--- src/rtl/crono_pkg.sv ---
// Shared stopwatch definitions: counter command codes and control FSM states.
package crono_pkg;

  localparam logic [1:0] EST_PARA  = 2'd0;
  localparam logic [1:0] EST_PAUSE = 2'd1;
  localparam logic [1:0] EST_RESET = 2'd2;
  localparam logic [1:0] EST_CONTA = 2'd3;

  typedef enum logic [1:0] {ZERADO, CONTANDO, VOLTA, PARADO} state_t;

  // Counter command issued while the FSM sits in a given state.
  function automatic logic [1:0] est_of(state_t s);
    case (s)
      ZERADO:   est_of = EST_RESET;
      CONTANDO: est_of = EST_CONTA;
      VOLTA:    est_of = EST_PAUSE;
      default:  est_of = EST_PARA;
    endcase
  endfunction

endpackage

--- src/rtl/crono_ctrl_if.sv ---
// Button inputs and counter-command outputs of the stopwatch controller.
interface crono_ctrl_if;
  logic       btn_start;
  logic       btn_lap;
  logic [1:0] estado;
  logic       running;
  logic       lap_active;
  logic       hold_rst;

  modport master (output btn_start, btn_lap,
                  input  estado, running, lap_active, hold_rst);
  modport slave  (input  btn_start, btn_lap,
                  output estado, running, lap_active, hold_rst);
endinterface

--- src/rtl/crono_debounce.sv ---
// One button: 2-FF synchroniser, stable-count debounce, registered press pulse.
module crono_debounce #(
  parameter int unsigned DEB_CYCLES = 50000
) (
  input  logic clk,
  input  logic rst_n,
  input  logic btn,
  output logic deb,
  output logic press
);
  localparam int DW = $clog2(DEB_CYCLES);

  logic          sync1, sync, deb_d;
  logic [DW-1:0] cnt;

  // Synchronise, require DEB_CYCLES consecutive differing cycles, then flag the rise.
  always_ff @(posedge clk) begin
    if (!rst_n) begin
      sync1 <= 1'b0;
      sync  <= 1'b0;
      deb   <= 1'b0;
      deb_d <= 1'b0;
      press <= 1'b0;
      cnt   <= '0;
    end else begin
      sync1 <= btn;
      sync  <= sync1;
      deb_d <= deb;
      press <= deb & ~deb_d;
      if (sync != deb) begin
        if (cnt == DW'(DEB_CYCLES - 1)) begin
          deb <= sync;
          cnt <= '0;
        end else begin
          cnt <= cnt + 1'b1;
        end
      end else begin
        cnt <= '0;
      end
    end
  end
endmodule

--- src/rtl/crono_ctrl.sv ---
// Stopwatch control: debounced buttons, lap long-press reset, mode FSM.
module crono_ctrl
  import crono_pkg::*;
#(
  parameter int unsigned DEB_CYCLES  = 50000,
  parameter int unsigned HOLD_CYCLES = 100000000
) (
  input  logic         clk,
  input  logic         rst_n,
  crono_ctrl_if.slave  bus
);
  localparam int HW = $clog2(HOLD_CYCLES);

  logic          start_deb, start_p, lap_deb, lap_p;
  logic [HW-1:0] hold_cnt;
  logic          hold_fire;
  state_t        state;
  logic [1:0]    estado;
  logic          running, lap_active;

  crono_debounce #(.DEB_CYCLES(DEB_CYCLES)) u_start (
    .clk(clk), .rst_n(rst_n), .btn(bus.btn_start), .deb(start_deb), .press(start_p)
  );

  crono_debounce #(.DEB_CYCLES(DEB_CYCLES)) u_lap (
    .clk(clk), .rst_n(rst_n), .btn(bus.btn_lap), .deb(lap_deb), .press(lap_p)
  );

  // Long-press timer; saturates at HOLD_CYCLES-1 so it fires once per hold.
  // hold_fire is high exactly in the cycle hold_cnt first sits at HOLD_CYCLES-1.
  always_ff @(posedge clk) begin
    if (!rst_n) begin
      hold_cnt  <= '0;
      hold_fire <= 1'b0;
    end else begin
      hold_fire <= lap_deb && (hold_cnt == HW'(HOLD_CYCLES - 2));
      if (!lap_deb)
        hold_cnt <= '0;
      else if (hold_cnt != HW'(HOLD_CYCLES - 1))
        hold_cnt <= hold_cnt + 1'b1;
    end
  end

  // Mode FSM with registered output decode; long press beats start beats lap.
  always_ff @(posedge clk) begin
    if (!rst_n) begin
      state      <= ZERADO;
      estado     <= EST_RESET;
      running    <= 1'b0;
      lap_active <= 1'b0;
    end else begin
      estado     <= est_of(state);
      running    <= (state == CONTANDO) || (state == VOLTA);
      lap_active <= (state == VOLTA);
      if (hold_fire) begin
        state <= ZERADO;
      end else if (start_p) begin
        case (state)
          ZERADO, PARADO: state <= CONTANDO;
          default:        state <= PARADO;
        endcase
      end else if (lap_p) begin
        case (state)
          CONTANDO: state <= VOLTA;
          VOLTA:    state <= CONTANDO;
          PARADO:   state <= ZERADO;
          default:  state <= state;
        endcase
      end
    end
  end

  assign bus.estado     = estado;
  assign bus.running    = running;
  assign bus.lap_active = lap_active;
  assign bus.hold_rst   = hold_fire;

  // Start level is only consumed through its press pulse.
  logic unused_start_deb;
  assign unused_start_deb = start_deb;
endmodule

--- src/flat_wrapper.sv ---
// flat-port wrapper written by rule: the top's interface ports become plain ports
module crono_ctrl_flat import crono_pkg::*;
#(
  parameter int unsigned DEB_CYCLES  = 50000,
  parameter int unsigned HOLD_CYCLES = 100000000
)
  (clk, rst_n, bus_btn_start, bus_btn_lap, bus_estado, bus_running, bus_lap_active, bus_hold_rst);
  crono_ctrl_if bus_i ();
  input  logic clk;
  input  logic rst_n;
  input wire logic [$bits(bus_i.btn_start)-1:0] bus_btn_start;
  input wire logic [$bits(bus_i.btn_lap)-1:0] bus_btn_lap;
  output wire logic [$bits(bus_i.estado)-1:0] bus_estado;
  output wire logic [$bits(bus_i.running)-1:0] bus_running;
  output wire logic [$bits(bus_i.lap_active)-1:0] bus_lap_active;
  output wire logic [$bits(bus_i.hold_rst)-1:0] bus_hold_rst;
  assign bus_i.btn_start = bus_btn_start;
  assign bus_i.btn_lap = bus_btn_lap;
  assign bus_estado = bus_i.estado;
  assign bus_running = bus_i.running;
  assign bus_lap_active = bus_i.lap_active;
  assign bus_hold_rst = bus_i.hold_rst;
  crono_ctrl #(.DEB_CYCLES(DEB_CYCLES), .HOLD_CYCLES(HOLD_CYCLES)) u_core (.clk(clk), .rst_n(rst_n), .bus(bus_i));
endmodule
--- config.mk ---
export PLATFORM = sky130hd
export DESIGN_NAME = crono_ctrl_flat
export DESIGN_NICKNAME = d
export VERILOG_FILES = /design/src/rtl/crono_pkg.sv /design/src/rtl/crono_ctrl_if.sv /design/src/rtl/crono_debounce.sv /design/src/rtl/crono_ctrl.sv /design/src/flat_wrapper.sv
export SDC_FILE = /design/constraint.sdc
export NUM_CORES = 1
export LEC_CHECK = 0
export ABC_AREA = 1
export CAP_MARGIN = 0
export CORE_MARGIN = 8
export CORE_UTILIZATION = 54
export CTS_CLUSTER_DIAMETER = 60
export CTS_CLUSTER_SIZE = 12
export DETAILED_ROUTE_END_ITERATION = 8
export PLACE_DENSITY_LB_ADDON = 0.08
export SLEW_MARGIN = 20
export SYNTH_ARGS = -nofsm -noshare
export SYNTH_HDL_FRONTEND = slang
export SYNTH_SLANG_ARGS = --single-unit
--- constraint.sdc ---
create_clock -name clk -period 1.8 [get_ports clk]
set_input_delay 0.36 -clock clk [delete_from_list [all_inputs] [get_ports clk]]
set_output_delay 0.36 -clock clk [all_outputs]
set_load 0.01 [all_outputs]
; Yosys cells after proc, flatten, opt, wreduce, memory -nomap -nowiden
; Cells that the tools add are included.
[totals]
input_bits = 4
register_bits = 76
word_cells = 55
output_inout_bits = 5
[op_classes]
bitwise = 7
eq_ne = 9
n_addsub = 3
mux = 5
n_reduce_logical = 13
[ops]
columns = cell, n
row1 = adder 16 x 1 -> 16 bit (second input constant), 2
row2 = equality test 16 bit (second input constant), 2
row3 = adder 27 x 1 -> 27 bit (second input constant), 1
row4 = equality test 27 bit (second input constant), 1
row5 = != test 27 bit (second input constant), 1
row6 = case mux 2 bit (3 select lines), 2
row7 = AND reduction 2 bit, 4
row8 = 2-to-1 mux 2 bit, 3
row9 = OR reduction 3 bit, 2
row10 = inverter 1 bit, 5
row11 = equality test 2 bit (second input constant), 2
row12 = nonzero test 4 bit, 1
row13 = OR reduction 2 bit, 2
row14 = AND 1 bit, 2
row15 = equality test 2 x 1 -> 1 bit (second input constant), 1
row16 = logical NOT 2 bit, 1
row17 = != test 1 bit, 2
row18 = nonzero test 2 bit, 1
row19 = logical AND 1 bit, 1
row20 = logical OR 1 bit, 1

; Longest topological paths before layout
; Gate-level depths: netlist (run 1).
[logic_depth]
word_depth = 4
depth_mapped = 9
mapped_depth_nobuf = 9

; Cells and area by module
; A second synthesis (run 1) with hierarchy kept.
[unflattened]
hier_cells = 586
hier_area_um2 = 4026.4
[by_module_without_submodules]
columns = mod, seq_area_each_um2, cells_per_inst, area_per_inst_um2, n_inst
row1 = crono_debounce, 420.4, 146, 1074.8, 2
row2 = crono_ctrl, 660.6, 294, 1876.8, 1

; Worst setup path after synthesis (run 1)
; No wires, ideal clock.
[synth_path]
path_type = register to register
startpoint = register u_core.hold_cnt[1]
endpoint = register u_core.hold_cnt[18]
synth_period_minus_slack_ns = 1.406
path_slack_ns = 0.394
setup_time_ns = 0.115
t_required_ns = 1.685
n_path_buf = 0
stages_incl_launch_ff = 9
arrival_time_ns = 1.291
cell_sequence = dfxtp_1 > ha_1 > inv_1 > nor2_8 > nand3_4 > nor2_8 > nand3_1 > nand2_1 > nor2_1
[synth_via]
elab_chain_cells = 1
elab_cells_between_ends = 2
classes_between = add/sub (1) / eq/ne (1)
[synth_lines]
columns = element, line
row1 = "start, declared", crono_ctrl.sv:15  ; logic [HW-1:0] hold_cnt;
row2 = "start signal, assigned", crono_ctrl.sv:40  ; hold_cnt <= hold_cnt + 1'b1;
row3 = adder 27 x 1 -> 27 bit / != test 27 bit (equally long branches), "crono_ctrl.sv:40, crono_ctrl.sv:39"
; Parallel ways exist; a longest one is shown, timed or not.
; A chain may end at the register's enable or synchronous reset.

; Final worst setup path (run 1)
[layout_path]
startpoint = register u_core.hold_fire, in the netlist u_core.bus.hold_rst
endpoint = output port bus_hold_rst
[layout_rtl]
columns = element, line
row1 = "start, declared", crono_ctrl.sv:16  ; logic hold_fire;
row2 = "start signal, assigned", crono_ctrl.sv:36  ; hold_fire <= lap_deb && (hold_cnt == HW'(HOLD_CYCLES - 2));
row3 = "end, declared", flat_wrapper.sv:16  ; output wire logic [$bits(bus_i.hold_rst)-1:0] bus_hold_rst;
; No word-level cell between the ends.

==> flow_summary.yaml, run 1 <==
clocking:
  cts.hold.buffers_added: 0
  insertion_delay_ns: 0.34
  cts_tree: "built"
  clock_path_buffers: 2
  post_cts_resized: 0
  clock-sinks: 75
  clk_pin_slew_ns: 0.08
  htreeDepth: 3
  cts_buffers: 9
  cts-root-buf: "clkbuf_8"
  cts_setup_buffers: 0
sta:
  relSlewSlack_pct: 74.9
  rsz0062_at_grt: "false"
  setup_viol: 0
  fin_crit_ns: 1.60
  skew_ns: 0.00857
  tightest_slew_ns: 0.374
  timing.final.crit_share_pct: 88.9
  hold_violations: 0
  timing_max_transition_violations_final: 0
  clock.fmax_mhz: 625
pwr:
  peakVddDrop_uv: 374
  power-per-cell-area_nw_per_um2: 724
  p_leak_nw: 1.52
floorplan:
  core.rowCount: 31
  initial_core_util_pct: 54.5
  die_y_microns: 101
  core-area_sq_um: 7100
  die_area_sq_um: 10100
  io_pins: 9
  die_w_microns: 101
logic_synthesis:
  synth_cell_types: 32
  syn_area_per_cell_sq_um: 6.72
  ys_seq_elements: 75
  syn_area_sq_um: 3860
  synthCells: 575
  synthesis.nets: 588
  yosys_warnings: 0
  ys_seq_area_share_pct: 38.8
routing:
  wl_per_cell_microns: 11.1
  antenna_left: 0
  drtPass1Iterations: 5
  first_iter_violations: 144
  drt-total-wl_microns: 7700
  drc: 0
  viasPerCell: 4.95
  num_vias: 3445
layout:
  fin_nets: 605
  antenna-diode-count: 0
  fillerInstances: 701
  ff_latch_area_sq_um: 1500
  layout_commonest_cell: "nand2_1"
  fin_util_pct: 60.3
  mostFrequentLayoutCells: "nand2_1 (140), nor2_1 (97), inv_1 (84)"
  multi_input_area_sq_um: 2010
  area_growth_pct: 10.7
  drive_gt1_share_pct: 7.20
  stdcell_count: 696
placement:
  gp_congestion: 0.885
  place.port_buffers: 8
  dpl.cell_count: 680
  detailedPlacementHpwl_microns: 5830
min_path:
  hold_class: "flop to flop"
grt:
  grt_pass1_wl_microns: 13700
  grt_start_max_net_pins: 18
  grt-ovfl-total: 0
  grt_usage_pct: 16.5
  grt_pass1_vias: 3163
  antenna_found_initial: 0
worst_setup_path:
  crit_fanout: 2
  crit_type: "flop to output pin"
  crit_chain: "clkdlybuf4s50_1"
  start_kind: "flop"
  cp_num_buf_inv: 1
  crit_family: "buffers and inverters"
  crit_path_top_delay_cell: "clkdlybuf4s50_1"
  critPathCaptureType: "output pin"
  critPathRequiredTime_ns: 1.44
  slowest_delay_ns: 0.56
  crit_arrival_ns: 1.24
status:
  outcome: "complete, no violations"
job:
  maxCapViolCount: 0
cells in the mapped netlist, drive strengths merged:
| master | n | area [sq um] |
|---|---|---|
| xnor2 | 3 | 26.3 |
| nor3 | 9 | 50.1 |
| nand4 | 20 | 125 |
| or2 | 3 | 18.8 |
| nand2 | 147 | 579 |
| xor2 | 8 | 70.1 |
| nor2b | 1 | 6.26 |
| buf | 4 | 31.3 |
| a211oi | 1 | 7.51 |
| a31oi | 1 | 6.26 |
| clkbuf | 2 | 7.51 |
| nand3 | 36 | 193 |
| inv | 85 | 319 |
| ha | 9 | 113 |
| dfxtp | 75 | 1500 |
| a21oi | 45 | 233 |
| o21ai | 14 | 70.1 |
| nor2 | 106 | 463 |
| nand3b | 5 | 37.5 |
| nor3b | 1 | 7.51 |
final timing paths:
check | startpoint | to | slack, ns | cells past startpoint
max | u_core.bus.hold_rst$_SDFF_PN0_ | bus_hold_rst | 0.20 | 1
min | u_core.u_lap.deb_d$_SDFF_PN0_ | u_core.u_lap.press$_SDFF_PN0_ | 0.39 | 1
max reg2reg | u_core.hold_cnt[0]$_SDFFE_PN0P_ | u_core.hold_cnt[16]$_SDFFE_PN0P_ | 0.22 | 8
min reg2reg | u_core.u_lap.deb_d$_SDFF_PN0_ | u_core.u_lap.press$_SDFF_PN0_ | 0.39 | 1
cell families after synthesis:
family	Yosys count	synth area share (%)
compound gates	61	8.19
xor+xnor	11	2.49
fa+ha+maj	9	2.91
buf+inv	91	9.26
flops	75	38.8
simple gates	328	38.3
registers in the layout, summed over array words and instances (netlist names), 2 cells and up:
name	cells
u_core.bus.estado	2
u_core.hold_cnt	27
u_core.state	2
u_core.u_lap.cnt	16
u_core.u_start.cnt	16
stage by stage:
stage | instance area, sq um | hold WS (ns) | setup WS [ns] | TNS [ns] | total power, mW
finish | 4280 | 0.385 | 0.200 | 0 | 3.10
global route | 4280 | 0.409 | 0.0391 | 0 | 3.23
CTS | 4280 | 0.387 | 0.158 | 0 | 3.14
detailed placement | 4060 | 0.375 | -0.0237 | -0.0492 | 1.73
global placement | 4060 | 0.377 | 0.0229 | 0 | 1.73
floorplan | 3860 | 0.368 | 0.394 | 0 | 1.72
where the power goes:
| part | internal [mW] | leakage (nW) | switching (mW) |
|---|---|---|---|
| sequential | 1.66 | 0.605 | 0.00304 |
| clock | 0.784 | 0.103 | 0.621 |
| combinational | 0.0112 | 0.810 | 0.0156 |
per-layer routing:
layer	vias up	track usage [%]	wire (microns)
met5	-	0	0
met4	0	6.16	97
met3	9	2.83	217
met2	44	27.4	3490
met1	1545	20.6	3900
li1	1847	-	-
cell type report:
class	instances	area share (%)
multi-input combinational	409	46.9
sequential	75	35.1
inverter	85	7.46
clock buffer	10	2.98
tap	99	2.90
timing repair buffer	12	2.57
clock inverter	6	2.08
(Power assumes the default switching activity.)
==> inputs of run 2 (changes only) <==
CORE_MARGIN = not set   (was 8)
==> flow_summary.yaml, run 2 (synthesis results as in run 1) <==
layout:
  mostFrequentLayoutCells: "nand2_1 (140), nor2_1 (97), inv_1 (84)"
  fillerInstances: 661
  largestRegisters: "u_core.hold_cnt (27), u_core.u_lap.cnt (16), u_core.u_start.cnt (16)"
  drive_gt1_share_pct: 7.53
  fin_nets: 606
  largest_reg_flops: 27
  multi_input_area_sq_um: 2010
  stdcell_count: 694
  ff_latch_area_sq_um: 1500
  top_register: "u_core.hold_cnt"
  layout_commonest_cell: "nand2_1"
  design_area_sq_um: 4290
  area_growth_pct: 11.0
  antenna-diode-count: 0
clocking:
  cts-root-buf: "clkbuf_8"
  clock_path_buffers: 2
  clk_pin_slew_ns: 0.08
  cts_buffers: 9
  cts_tree: "built"
  clock-sinks: 75
  post_cts_resized: 0
  cts_setup_buffers: 0
  htreeDepth: 3
  cts.hold.buffers_added: 0
  insertion_delay_ns: 0.36
placement:
  dpl.cell_count: 678
  detailedPlacementHpwl_microns: 5910
  place_ws_ns: 0.0376
  post_dp_cell_area_sq_um: 4060
  gp_congestion: 0.825
  place.port_buffers: 8
routing:
  drc: 0
  drt-total-wl_microns: 8010
  num_vias: 3507
  drtPass1Iterations: 4
  viasPerCell: 5.05
  wl_per_cell_microns: 11.5
  first_iter_violations: 164
  antenna_left: 0
worst_setup_path:
  crit_path_top_delay_cell: "clkdlybuf4s50_1"
  crit_arrival_ns: 1.25
  crit_type: "flop to output pin"
  critPathCaptureType: "output pin"
  reg2reg_from: "u_core.hold_cnt[0]$_SDFFE_PN0P_"
  cp_num_buf_inv: 1
  slowest_delay_ns: 0.54
  critPathRequiredTime_ns: 1.44
  r2r_cells: 8
  crit_fanout: 2
  crit_family: "buffers and inverters"
  critical_path_cell_count: 1
  crit_chain: "clkdlybuf4s50_1"
  start_kind: "flop"
  crit_start: "u_core.bus.estado[0]$_SDFF_PN0_"
floorplan:
  die_w_microns: 86.6
  io_pins: 9
  core-area_sq_um: 6870
  initial_core_util_pct: 56.3
  core.rowCount: 30
  die_area_sq_um: 7500
  die_y_microns: 86.6
sta:
  fin_crit_ns: 1.61
  tightest_slew_ns: 0.373
  fin_tns_setup_ns: 0
  hold_violations: 0
  relSlewSlack_pct: 74.9
  rsz0062_at_grt: "false"
  worst_slack_ns: 0.189
  setup_viol: 0
  skew_ns: 0.0116
  hold_slack_ns: 0.394
  timing.final.crit_share_pct: 89.5
  timing_max_transition_violations_final: 0
  clock.fmax_mhz: 621
grt:
  grt_usage_pct: 23.9
  grt_pass1_wl_microns: 14100
  grt_start_max_net_pins: 18
  antenna_found_initial: 0
  grt-ovfl-total: 0
  grt_pass1_vias: 3293
status:
  outcome: "complete, no violations"
min_path:
  hold_class: "flop to flop"
  hold_depth: 1
  hp-start: "u_core.u_lap.deb_d$_SDFF_PN0_"
pwr:
  p_leak_nw: 1.53
  power-per-cell-area_nw_per_um2: 739
  peakVddDrop_uv: 454
job:
  maxCapViolCount: 0
[run 2: cell count changes in the layout (fill, tap and decap cells not counted)]
cell	change
clkbuf_8	+1
clkbuf_1	-1
clkinv_4	+1
buf_4	+1
inv_6	-1
[run 2: final timing paths]
| kind | end | slack, ns |
|---|---|---|
| setup / recovery | bus_estado[0] | 0.19 |
| hold / removal | u_core.u_lap.press$_SDFF_PN0_ | 0.39 |
| setup reg to reg | u_core.hold_cnt[24]$_SDFFE_PN0P_ | 0.20 |
| hold reg to reg | u_core.u_lap.press$_SDFF_PN0_ | 0.39 |
[run 2: area by class of cell]
cell class                      instances  area share, %
Sequential cell                        75           35.0
Multi-Input combinational cell        409           46.7
Clock buffer                           10           3.21
Clock inverter                          6           2.07
Inverter                               85           7.44
Timing Repair Buffer                   13           2.74
Tap cell                               96           2.80
[run 2: per-layer routing]
layer	part of all wire [%]	global-route usage [%]	up-vias
li1	-	-	1855
met1	47	28.6	1579
met2	48	41.7	55
met3	2.8	3.62	18
met4	2.4	12.0	0
met5	0	0	-
[run 2: stage by stage]
| stage | utilization, % | total power, mW |
|---|---|---|
| finish | 62.5 | 3.17 |
| global route | 62.5 | 3.27 |
| CTS | 62.5 | 3.20 |
| detailed placement | 59.2 | 1.73 |
| global placement | 59.2 | 1.73 |
| floorplan | - | 1.72 |
[run 2: report_power, final]
part	internal, mW	switching [mW]
combinational	0.0126	0.0169
sequential	1.66	0.00295
clock	0.818	0.658
total	2.49	0.677
==> inputs of run 3 (changes only) <==
CORE_MARGIN = 5   (was not set)
==> flow_summary.yaml, run 3 (synthesis results as in run 1) <==
status:
  outcome: "complete, no violations"
layout:
  largest_reg_flops: 27
  area_growth_pct: 11.2
  antenna-diode-count: 0
  stdcell_count: 695
  design_area_sq_um: 4300
  fin_nets: 607
  fillerInstances: 672
  top_register: "u_core.hold_cnt"
  largestRegisters: "u_core.hold_cnt (27), u_core.u_lap.cnt (16), u_core.u_start.cnt (16)"
  layout_commonest_cell: "nand2_1"
  fin_util_pct: 62.6
  drive_gt1_share_pct: 7.51
  mostFrequentLayoutCells: "nand2_1 (140), nor2_1 (97), inv_1 (84)"
sta:
  tightest_slew_ns: 0.381
  hold_slack_ns: 0.388
  timing_max_transition_violations_final: 0
  rsz0062_at_grt: "false"
  timing.final.crit_share_pct: 88.2
  setup_viol: 0
  worst_slack_ns: 0.213
  fin_tns_setup_ns: 0
  skew_ns: 0.0105
  clock.fmax_mhz: 630
  hold_violations: 0
  relSlewSlack_pct: 74.4
  fin_crit_ns: 1.59
floorplan:
  core-area_sq_um: 6870
  die_area_sq_um: 8950
  initial_core_util_pct: 56.3
  core.rowCount: 30
  io_pins: 9
  die_y_microns: 94.6
  die_w_microns: 94.6
clocking:
  clock_path_buffers: 2
  cts_buffers: 9
  cts_tree: "built"
  htreeDepth: 3
  clock-sinks: 75
  cts-root-buf: "clkbuf_8"
  clk_pin_slew_ns: 0.08
  cts_setup_buffers: 0
  cts.hold.buffers_added: 0
  insertion_delay_ns: 0.35
  post_cts_resized: 0
grt:
  grt_start_max_net_pins: 18
  grt_pass1_vias: 3108
  grt_usage_pct: 18.8
  grt_pass1_wl_microns: 13400
  antenna_found_initial: 0
  grt-ovfl-total: 0
placement:
  place.port_buffers: 8
  dpl.cell_count: 679
  place_ws_ns: 0.0396
  post_dp_cell_area_sq_um: 4070
  detailedPlacementHpwl_microns: 5880
  gp_congestion: 0.826
routing:
  drtPass1Iterations: 4
  wl_per_cell_microns: 11.3
  antenna_left: 0
  num_vias: 3484
  drt-total-wl_microns: 7860
  viasPerCell: 5.01
  first_iter_violations: 105
  drc: 0
worst_setup_path:
  cp-endpoint: "bus_hold_rst"
  slowest_delay_ns: 0.55
  crit_type: "flop to output pin"
  critical_path_cell_count: 1
  r2r_cells: 8
  reg2reg_from: "u_core.hold_cnt[0]$_SDFFE_PN0P_"
  crit_chain: "clkdlybuf4s50_1"
  crit_arrival_ns: 1.23
  crit_fanout: 2
  rrSetupSlack_ns: 0.28
  crit_family: "buffers and inverters"
  crit_start: "u_core.bus.hold_rst$_SDFF_PN0_"
  cp_num_buf_inv: 1
  crit_path_top_delay_cell: "clkdlybuf4s50_1"
  critPathCaptureType: "output pin"
  start_kind: "flop"
  critPathRequiredTime_ns: 1.44
  r2r-end: "u_core.hold_cnt[22]$_SDFFE_PN0P_"
min_path:
  hold_class: "flop to flop"
  hp-start: "u_core.u_start.deb_d$_SDFF_PN0_"
pwr:
  power-per-cell-area_nw_per_um2: 736
  p_leak_nw: 1.54
  total_power_mw: 3.16
  peakVddDrop_uv: 398
job:
  maxCapViolCount: 0
==> run 3: cell types whose count changed in the layout (fill, tap and decap cells not counted), sizes merged <==
cell and change:
clkinv -1, clkinvlp -1, clkbuf +2, buf +1
==> run 3: power breakdown <==
group	total, mW	switching (mW)	leakage (nW)	internal, mW
Clock	1.47	0.614	0.113	0.855
Sequential	1.67	0.00279	0.605	1.66
Combinational	0.0286	0.0160	0.820	0.0126
==> run 3: worst min path at each step <==
stage	endpoint	slack, ns	depth (start not counted)
6_report	u_core.u_start.press$_SDFF_PN0_	0.39	1
5_1_grt	u_core.u_start.press$_SDFF_PN0_	0.41	1
4_1_cts	u_core.u_lap.press$_SDFF_PN0_	0.39	1
3_5_place_dp	u_core.u_lap.press$_SDFF_PN0_	0.38	1
3_3_place_gp	u_core.u_lap.press$_SDFF_PN0_	0.38	1
2_1_floorplan	u_core.u_start.press$_SDFF_PN0_	0.37	1
==> run 3: area by class of cell <==
type / count / area, sq um / area share [%]
multi-input cells: 409 / 2010 / 46.7
flip-flops and latches: 75 / 1500 / 34.9
inverters: 85 / 319 / 7.42
clock buffers: 12 / 155 / 3.61
repair buffers: 14 / 125 / 2.91
well taps: 96 / 120 / 2.79
clock inverters: 4 / 72.6 / 1.69
==> run 3: layer usage <==
metal  vias up  GRT usage (%)  wire (microns)
met5         -              0               0
met4         0           8.17             102
met3        11           3.51             255
met2        56           29.7            3570
met1      1559           24.9            3930
li1       1858              -               -
